**src/rtl/mp_regfile_rr_pkg.sv**
```systemverilog
// Shared defaults and helpers for the multi-port round-robin register file.
// Every address/pointer width in the slice comes from clog2_min1.
package mp_regfile_pkg;

  localparam int DEF_DATA_W = 16;
  localparam int DEF_DEPTH  = 8;
  localparam int DEF_NUM_WR = 2;

  // Widths never collapse to zero bits, even for a depth or port count of 1 or 2.
  function automatic int clog2_min1(input int n);
    return (n <= 2) ? 1 : $clog2(n);
  endfunction

endpackage

```
**src/rtl/mp_regfile_rr_if.sv**
```systemverilog
// Read port and arbitrated write ports of mp_regfile_rr grouped as one bundle.
// The master drives requests; the slave is the register file.
interface mp_regfile_rr_if
  import mp_regfile_pkg::*;
#(
  parameter int DATA_W = DEF_DATA_W,
  parameter int ADDR_W = clog2_min1(DEF_DEPTH),
  parameter int NUM_WR = DEF_NUM_WR
);

  logic                     rd_en;
  logic [ADDR_W-1:0]        rd_addr;
  logic [DATA_W-1:0]        rd_data;
  logic                     rd_valid;
  logic                     rd_err;

  logic [NUM_WR-1:0]        wr_valid;
  logic [NUM_WR*ADDR_W-1:0] wr_addr;
  logic [NUM_WR*DATA_W-1:0] wr_data;
  logic [NUM_WR-1:0]        wr_ready;
  logic                     wr_err;

  modport master (
    output rd_en, rd_addr, wr_valid, wr_addr, wr_data,
    input  rd_data, rd_valid, rd_err, wr_ready, wr_err
  );

  modport slave (
    input  rd_en, rd_addr, wr_valid, wr_addr, wr_data,
    output rd_data, rd_valid, rd_err, wr_ready, wr_err
  );

endinterface

```
**src/rtl/mp_regfile_rr_arb.sv**
```systemverilog
// Combinational round-robin arbiter: scans req starting at ptr and grants
// the first requester. The rotating pointer itself lives in the parent.
module rr_arbiter
  import mp_regfile_pkg::*;
#(
  parameter int N  = 2,
  parameter int PW = clog2_min1(N)
) (
  input  logic [N-1:0]  req,
  input  logic [PW-1:0] ptr,
  output logic [N-1:0]  grant,
  output logic [PW-1:0] grant_idx,
  output logic          any_grant
);

  function automatic logic [PW-1:0] slot(input logic [PW-1:0] p, input int k);
    return PW'((int'(p) + k) % N);
  endfunction

  always_comb begin
    grant     = '0;
    grant_idx = '0;
    any_grant = 1'b0;
    for (int k = 0; k < N; k++) begin
      if (!any_grant && req[slot(ptr, k)]) begin
        any_grant = 1'b1;
        grant_idx = slot(ptr, k);
      end
    end
    if (any_grant) grant[grant_idx] = 1'b1;
  end

endmodule

```
**src/rtl/mp_regfile_rr.sv**
```systemverilog
// DEPTH x DATA_W register file: one registered read port, NUM_WR write ports
// sharing a single write slot per cycle under round-robin arbitration.
module mp_regfile_rr
  import mp_regfile_pkg::*;
#(
  parameter int DATA_W = DEF_DATA_W,
  parameter int DEPTH  = DEF_DEPTH,
  parameter int ADDR_W = clog2_min1(DEPTH),
  parameter int NUM_WR = DEF_NUM_WR
) (
  input logic            clk,
  input logic            reset,
  mp_regfile_rr_if.slave bus
);

  localparam int PW = clog2_min1(NUM_WR);

  logic [DATA_W-1:0] mem_q [DEPTH];
  logic [PW-1:0]     rr_ptr_q, rr_ptr_d;
  logic [DATA_W-1:0] rd_data_q, rd_data_d;
  logic              rd_valid_q, rd_valid_d;
  logic              rd_err_q, rd_err_d;
  logic              wr_err_q, wr_err_d;

  logic [NUM_WR-1:0] grant;
  logic [PW-1:0]     grant_idx;
  logic              any_grant;
  logic [ADDR_W-1:0] wr_addr_sel;
  logic [DATA_W-1:0] wr_data_sel;
  logic              wr_in_range;
  logic              wr_fire;
  logic              rd_in_range;

  rr_arbiter #(
    .N  (NUM_WR),
    .PW (PW)
  ) u_arb (
    .req       (bus.wr_valid),
    .ptr       (rr_ptr_q),
    .grant     (grant),
    .grant_idx (grant_idx),
    .any_grant (any_grant)
  );

  assign bus.wr_ready = grant;

  always_comb begin
    wr_addr_sel = '0;
    wr_data_sel = '0;
    for (int i = 0; i < NUM_WR; i++) begin
      if (grant_idx == PW'(i)) begin
        wr_addr_sel = bus.wr_addr[i*ADDR_W +: ADDR_W];
        wr_data_sel = bus.wr_data[i*DATA_W +: DATA_W];
      end
    end
  end

  // An out-of-range write still consumes its grant so the pointer keeps rotating.
  assign wr_in_range = (int'(wr_addr_sel) < DEPTH);
  assign wr_fire     = any_grant && wr_in_range;
  assign rd_in_range = (int'(bus.rd_addr) < DEPTH);

  always_comb begin
    rr_ptr_d = rr_ptr_q;
    if (any_grant) begin
      rr_ptr_d = (int'(grant_idx) == NUM_WR - 1) ? '0 : grant_idx + PW'(1);
    end
    wr_err_d   = any_grant && !wr_in_range;
    rd_valid_d = bus.rd_en;
    rd_err_d   = bus.rd_en && !rd_in_range;
    rd_data_d  = rd_data_q;
    if (bus.rd_en) begin
      rd_data_d = rd_in_range ? mem_q[bus.rd_addr] : '0;
    end
  end

  // Reads sample mem_q before this edge's write lands, giving read-old-data.
  always_ff @(posedge clk or posedge reset) begin
    if (reset) begin
      for (int i = 0; i < DEPTH; i++) mem_q[i] <= '0;
    end else if (wr_fire) begin
      mem_q[wr_addr_sel] <= wr_data_sel;
    end
  end

  always_ff @(posedge clk or posedge reset) begin
    if (reset) begin
      rr_ptr_q   <= '0;
      rd_data_q  <= '0;
      rd_valid_q <= 1'b0;
      rd_err_q   <= 1'b0;
      wr_err_q   <= 1'b0;
    end else begin
      rr_ptr_q   <= rr_ptr_d;
      rd_data_q  <= rd_data_d;
      rd_valid_q <= rd_valid_d;
      rd_err_q   <= rd_err_d;
      wr_err_q   <= wr_err_d;
    end
  end

  assign bus.rd_data  = rd_data_q;
  assign bus.rd_valid = rd_valid_q;
  assign bus.rd_err   = rd_err_q;
  assign bus.wr_err   = wr_err_q;

endmodule

```
**src/flat_wrapper.sv**
```systemverilog
// flat-port wrapper written by rule: the top's interface ports become plain ports
module mp_regfile_rr_flat import mp_regfile_pkg::*;
#(
  parameter int DATA_W = DEF_DATA_W,
  parameter int DEPTH  = DEF_DEPTH,
  parameter int ADDR_W = clog2_min1(DEPTH),
  parameter int NUM_WR = DEF_NUM_WR
)
  (clk, reset, bus_rd_en, bus_rd_addr, bus_wr_valid, bus_wr_addr, bus_wr_data, bus_rd_data, bus_rd_valid, bus_rd_err, bus_wr_ready, bus_wr_err);
  mp_regfile_rr_if #(.DATA_W(DATA_W), .ADDR_W(ADDR_W), .NUM_WR(NUM_WR)) bus_i ();
  input logic clk;
  input logic reset;
  input wire logic [$bits(bus_i.rd_en)-1:0] bus_rd_en;
  input wire logic [$bits(bus_i.rd_addr)-1:0] bus_rd_addr;
  input wire logic [$bits(bus_i.wr_valid)-1:0] bus_wr_valid;
  input wire logic [$bits(bus_i.wr_addr)-1:0] bus_wr_addr;
  input wire logic [$bits(bus_i.wr_data)-1:0] bus_wr_data;
  output wire logic [$bits(bus_i.rd_data)-1:0] bus_rd_data;
  output wire logic [$bits(bus_i.rd_valid)-1:0] bus_rd_valid;
  output wire logic [$bits(bus_i.rd_err)-1:0] bus_rd_err;
  output wire logic [$bits(bus_i.wr_ready)-1:0] bus_wr_ready;
  output wire logic [$bits(bus_i.wr_err)-1:0] bus_wr_err;
  assign bus_i.rd_en = bus_rd_en;
  assign bus_i.rd_addr = bus_rd_addr;
  assign bus_i.wr_valid = bus_wr_valid;
  assign bus_i.wr_addr = bus_wr_addr;
  assign bus_i.wr_data = bus_wr_data;
  assign bus_rd_data = bus_i.rd_data;
  assign bus_rd_valid = bus_i.rd_valid;
  assign bus_rd_err = bus_i.rd_err;
  assign bus_wr_ready = bus_i.wr_ready;
  assign bus_wr_err = bus_i.wr_err;
  mp_regfile_rr #(.DATA_W(DATA_W), .DEPTH(DEPTH), .ADDR_W(ADDR_W), .NUM_WR(NUM_WR)) u_core (.clk(clk), .reset(reset), .bus(bus_i));
endmodule
```
**config.mk**
```make
export PLATFORM = sky130hd
export DESIGN_NAME = mp_regfile_rr_flat
export DESIGN_NICKNAME = d
export VERILOG_FILES = /design/src/rtl/mp_regfile_rr_pkg.sv /design/src/rtl/mp_regfile_rr_if.sv /design/src/rtl/mp_regfile_rr_arb.sv /design/src/rtl/mp_regfile_rr.sv /design/src/flat_wrapper.sv
export SDC_FILE = /design/constraint.sdc
export NUM_CORES = 1
export LEC_CHECK = 0
export BUFFER_PORTS_ARGS = -buffer_cell sky130_fd_sc_hd__buf_2
export CAP_MARGIN = 25
export CORE_ASPECT_RATIO = 2
export CORE_MARGIN = 3
export CORE_UTILIZATION = 45
export CTS_CLUSTER_DIAMETER = 40
export CTS_CLUSTER_SIZE = 10
export DETAILED_ROUTE_END_ITERATION = 10
export PLACE_DENSITY = 0.68
export SLEW_MARGIN = 30
export SYNTH_ARGS = -nofsm -noshare
export SYNTH_HDL_FRONTEND = slang
export SYNTH_SLANG_ARGS = --single-unit
```
**constraint.sdc**
```tcl
create_clock -name clk -period 5.4 [get_ports clk]
set_input_delay 0.54 -clock clk [delete_from_list [all_inputs] [get_ports clk]]
set_output_delay 0.54 -clock clk [all_outputs]
set_load 0.03 [all_outputs]
```
==> summary.txt, run 1 <==
Status
  – Run status: finished clean

Final layout
  – Reg area: 0.00365 mm^2
  – Nets@finish: 607
  – Fill cell count: 1287
  – Multi-input gate area: 0.00305 mm^2
  – Antenna diodes: 0
  – Area grow syn2layout: 14.9%
  – Most common cell after layout, fill and taps aside: dfrtp_1
  – Finished Layout Cells: 769
  – Fraction of layout cells with a size suffix above 1: 46.2%
  – Most frequent cells in the layout: dfrtp_1, mux2_2, mux2i_1

Pwr
  – Leak: 3.59 nW
  – Logic pwr share: 23.3%
  – Final Total Pwr: 3.72 mW
  – Maximum vdd drop: 0.257 mV
  – Switch share: 28.8%
  – Cell Int Power: 2.65 mW
  – Switch Pwr: 1.07 mW
  – Clock share of power: 31.6%
  – Pwr dens: 465 mW/mm^2
  – Register share of total power: 45.1%

Global route
  – Grt ovf: 0
  – Antenna violations before repair: 0
  – Gr usage total: 19.4%
  – First-pass GRT wire length: 25100 um
  – Largest net degree at the start of global routing: 93
  – Vias in the first global route: 4742

Clock network
  – Setup Fix Bufs, Post-CTS: 0
  – Number of buffers created by CTS: 17
  – Hold Buf Count CTS: 0
  – Clk buf depth: 2
  – Clk root buf: clkbuf_16
  – Clk Latency, worst-skew pair: 0.42 ns
  – Cts repair resizes: 0
  – Htree depth: 4
  – Worst-path clk slew: 0.06 ns
  – CTS tree: built
  – CTS sink cnt: 146

STA
  – FMAX: 404 MHz
  – Setup Skew: 0.00866 ns
  – Unrepaired setup endpoints after global routing: no
  – Tmin final: 2.47 ns
  – Hold WS: 0.299 ns
  – Slew Viols, Final: 0
  – Slew headroom: 32.1%
  – Setup_tns: 0 ns
  – Setup violations, final: 0
  – Crit share post-route: 45.8%
  – Final Hold Vio Count: 0
  – Worst Tran Pin Value: 1.02 ns

Logic synthesis
  – Top FF cell, synth: dfrtp_1
  – Largest family of logic cells by synthesized area: multiplexers
  – Post-synth EDFFs: 0
  – Simple-gate share of the synthesized area: 2.55%
  – Avg Inst Size Synth: 14.0 um^2
  – Sequential share of the synthesized area: 52.5%
  – Post-Syn Area: 0.00697 mm^2
  – Netlist cell types: 32
  – Post-synthesis async set-or-reset flop share: 100%
  – Syn. warnings: 0
  – Post-Synth XOR/XNOR Area: 0%
  – Synth Instances: 499
  – Post-synthesis mux area share: 33.6%
  – Synth Area in Adders: 0%
  – Yosys reg bits: 146
  – Complex-gate fraction of the synthesized area: 7.22%

Placed design
  – Detailed placer's ending HPWL: 9630 um
  – RePlAce Congestion: 0.784
  – PortBufs: 64
  – Placed Instances: 737

Worst setup path
  – Worst-path fanout max: 9
  – Startpoint type of the worst setup path: register
  – CP arrival: 2.78 ns
  – Worst EP required: 5.70 ns
  – Crit path kind: register to register
  – Critical path endpoint category: register

Detailed routing
  – Drt pass-1 iters: 4
  – Antenna-violating nets left: 0
  – Routed WL: 15600 um
  – Vias/cell: 5.55
  – Total number of vias: 4270
  – WL/cell: 20.3 um
  – Remaining DRCs: 0
  – First DRT Iteration DRCs: 220

Floorplan
  – Die area: 0.0171 mm^2
  – Core Rows: 63
  – Num ports: 67
  – Initial Utilization: 46.5%
  – Die H: 182 um
  – Core footprint: 0.0150 mm^2
  – Chip width: 94.0 um

Worst hold path
  – Worst Hold Class: input pin to asynchronous set/reset pin

Job
  – Max cap viols: 0
cell usage after synthesis, types with 2 or more instances:
master    count  area share (%)
dfrtp_1     146              52
mux2_2      124              20
mux2i_1      64             9.2
a22oi_1      32             3.4
inv_1        20             1.1
mux2_4       20             4.3
o21ai_0      18             1.3
nand3_1      16             1.1
clkbuf_1      8            0.43
buf_2         7            0.50
a21oi_2       6            0.75
buf_6         6            0.97
nor2b_1       5            0.45
buf_1         3            0.16
buf_4         3            0.32
a21oi_4       2            0.47
buf_12        2            0.57
nand4b_1      2            0.25
nor2_1        2            0.11
worst max-delay path, cell delays in order, from the launching register on:
cell	delay [ns]
dfrtp_1	0.43
nor2b_1	0.37
o21ai_0	0.25
a21oi_2	0.58
buf_4	0.35
mux2_2	0.36
registers in the layout (all words and copies together), names as in the netlist:
signal               flops
u_core.mem_q           128
u_core.bus.rd_data      16
u_core.bus.rd_valid      1
u_core.rr_ptr_q          1
kinds of logic after synthesis:
| family | after synthesis |
|---|---|
| other | 1 |
| muxes | 208 |
| buffers and inverters | 50 |
| and+or+nand+nor | 30 |
| DFF | 146 |
| AOI/OAI and AO/OA | 64 |
metal layers:
layer,routed length (um),GRT usage (%),vias to the layer above
met5,0,0,-
met4,390,7.41,0
met3,583,3.98,24
met2,8450,34.1,95
met1,6190,22.8,2215
li1,-,-,1936
final cells by class:
| class | instances | share of cell area, % |
|---|---|---|
| multi-input cells | 304 | 38.1 |
| inverters | 21 | 1.11 |
| repair buffers | 71 | 4.74 |
| flip-flops and latches | 146 | 45.6 |
| well taps | 195 | 3.05 |
| clock inverters | 13 | 1.88 |
| clock buffers | 19 | 5.53 |
worst paths after layout:
path | from | endpoint | slack, ns | cells after the start
max reg2reg | u_core.rr_ptr_q | u_core.mem_q[47] | 2.93 | 5
max in group asynchronous | reset | u_core.mem_q[102] | 3.86 | 3
min | reset | u_core.mem_q[14] | 0.30 | 2
max | u_core.rr_ptr_q | u_core.mem_q[47] | 2.93 | 5
min in group clk | u_core.mem_q[14] | u_core.mem_q[14] | 0.51 | 1
min reg2reg | u_core.mem_q[14] | u_core.mem_q[14] | 0.51 | 1
per-stage QoR:
| step | instance area [um^2] | utilization, % | setup WS (ns) |
|---|---|---|---|
| after floorplan | 6970 | - | 0.937 |
| after global placement | 7390 | 49.3 | 2.78 |
| after detailed placement | 7400 | 49.4 | 2.73 |
| after CTS | 7990 | 53.4 | 2.91 |
| after global routing | 8010 | 53.5 | 2.81 |
| final | 8010 | 53.5 | 2.93 |
power groups by stage:
stage               clock network [mW]  registers [mW]  logic [mW]
global placement                     0            1.66       0.835
global route                      1.24            1.72       0.945
detailed placement                   0            1.69       0.872
finish                            1.18            1.68       0.866
floorplan                            0            1.69       0.640
CTS                               1.20            1.68       0.876
No activity file was read; power rests on OpenSTA's default activity.
==> run 2: changes to the inputs <==
==> constraint.sdc (replaced) <==
create_clock -name clk -period 2.3 [get_ports clk]
set_input_delay 0.23 -clock clk [delete_from_list [all_inputs] [get_ports clk]]
set_output_delay 0.23 -clock clk [all_outputs]
set_load 0.03 [all_outputs]
==> run 2 against run 1 <==
Clock power increased to 2.7 times the previous value. Hold slack got worse by 0.055 ns. First-iteration DRC count decreased by 5.0%.
==> summary.txt, run 2 (synthesis gave the netlist of run 1 again) <==
Detailed routing
  – Routed WL: 16000 um
  – Drt pass-1 iters: 4
  – Vias/cell: 5.57
  – Antenna-violating nets left: 0
  – First DRT Iteration DRCs: 209
  – WL/cell: 20.6 um
  – Total number of vias: 4342
  – Remaining DRCs: 0

STA
  – Slew headroom: 53.4%
  – Worst Tran Pin Value: 0.698 ns
  – Crit share post-route: 88.1%
  – Setup Skew: 0.00648 ns
  – Setup violations, final: 0
  – Unrepaired setup endpoints after global routing: no
  – Setup ws final: 0.273 ns
  – Slew Viols, Final: 0
  – Final Hold Vio Count: 0
  – Tmin final: 2.03 ns
  – FMAX: 493 MHz
  – Setup_tns: 0 ns

Clock network
  – Cts repair resizes: 0
  – CTS tree: built
  – Htree depth: 4
  – Clk buf depth: 2
  – Clk Latency, worst-skew pair: 0.42 ns
  – Number of buffers created by CTS: 17
  – Worst-path clk slew: 0.06 ns
  – CTS sink cnt: 146
  – Clk root buf: clkbuf_16

Floorplan
  – Chip width: 94.0 um
  – Core Rows: 63
  – Initial Utilization: 46.5%
  – Num ports: 67
  – Die area: 0.0171 mm^2
  – Core footprint: 0.0150 mm^2
  – Die H: 182 um

Worst setup path
  – Startpoint type of the worst setup path: register
  – Worst EP required: 2.07 ns
  – Crit path kind: register to output pin
  – R2r worst-path depth: 5
  – Crit Reg-Reg Startpoint: u_core.rr_ptr_q
  – Reg2reg end: u_core.mem_q[57]
  – Reg-to-reg slack, setup: 0.30 ns
  – Worst-path fanout max: 11
  – Critical path endpoint category: output pin
  – CP arrival: 1.80 ns

Final layout
  – Fraction of layout cells with a size suffix above 1: 47.0%
  – Post-route cell area: 0.00832 mm^2
  – Area grow syn2layout: 19.5%
  – Finished Layout Cells: 780
  – Fill cell count: 1238
  – Max reg flops: 128
  – Multi-input gate area: 0.00303 mm^2
  – Reg with most FFs: u_core.mem_q
  – Most frequent cells in the layout: dfrtp_1, mux2_2, mux2i_1
  – Reg area: 0.00365 mm^2
  – Most common cell after layout, fill and taps aside: dfrtp_1
  – Antenna diodes: 0
  – Nets@finish: 620

Pwr
  – Leak: 3.74 nW
  – Maximum vdd drop: 0.619 mV
  – Pwr dens: 1110 mW/mm^2
  – Final Total Pwr: 9.23 mW

Worst hold path
  – Hold_sp: bus_wr_valid[1]
  – WHS Endpoint: u_core.rr_ptr_q
  – Hold depth: 3
  – Worst Hold Class: input pin to register

Global route
  – First-pass GRT wire length: 25500 um
  – Vias in the first global route: 4701
  – Gr usage total: 19.7%
  – Grt ovf: 0
  – Antenna violations before repair: 0
  – Largest net degree at the start of global routing: 77

Placed design
  – Area after DPL: 0.00763 mm^2
  – Detailed placer's ending HPWL: 9880 um
  – PortBufs: 64
  – RePlAce Congestion: 0.744
  – Setup WS pre-CTS: 0.287 ns
  – Placed Instances: 749

Status
  – Run status: finished clean

Job
  – Max cap viols: 0
==> run 2: how the worst max path moves through the flow <==
stage	depth (start not counted)	endpoint	slack (ns)	startpoint
2_1_floorplan	1	u_core.bus.rd_data[0]	0.24	reset
6_report	5	bus_wr_ready[1]	0.27	u_core.rr_ptr_q
5_1_grt	5	bus_wr_ready[1]	0.19	u_core.rr_ptr_q
3_5_place_dp	5	u_core.mem_q[25]	0.29	u_core.rr_ptr_q
4_1_cts	5	bus_wr_ready[1]	0.23	u_core.rr_ptr_q
3_3_place_gp	5	u_core.mem_q[57]	0.34	u_core.rr_ptr_q
==> run 2: final cells by class <==
type,instances,share of cell area [%]
tap,195,2.93
clock inverter,11,2.80
clock buffer,19,5.44
multi-input combinational,304,36.4
inverter,21,1.05
timing repair buffer,84,7.52
sequential,146,43.9
==> run 2: metal layers <==
metal  vias up  share of wire, %  global-route usage [%]
li1       1955                 -                       -
met1      2264                40                    23.2
met4         0               1.7                    7.47
met2       105                55                    34.7
met3        18               3.7                    3.73
met5         -                 0                       0
==> run 2: critical path: stages, from the launching register on <==
cell and delay (ns):
dfrtp_1 0.43, or2b_4 0.31, nand2_2 0.24, buf_12 0.19
inv_1 0.04, buf_2 0.17
==> run 2: stage by stage <==
step / util (%) / hold slack (ns)
finish: 55.6 / 0.244
global route: 55.6 / 0.251
CTS: 55.6 / 0.221
detailed placement: 50.9 / 0.319
global placement: 50.9 / 0.314
floorplan: - / 0.261
==> run 2: repair_timing <==
action                                 4_1_cts  5_1_grt
endpoints found under the hold margin       20        0
buffers inserted                             0        0
hold buffers                                 1        0
==> run 2: power breakdown <==
group	leakage, nW	internal (mW)	switching, mW
Sequential	1.74	3.47	0.480
Combinational	1.66	1.15	0.915
Clock	0.335	2.18	1.03
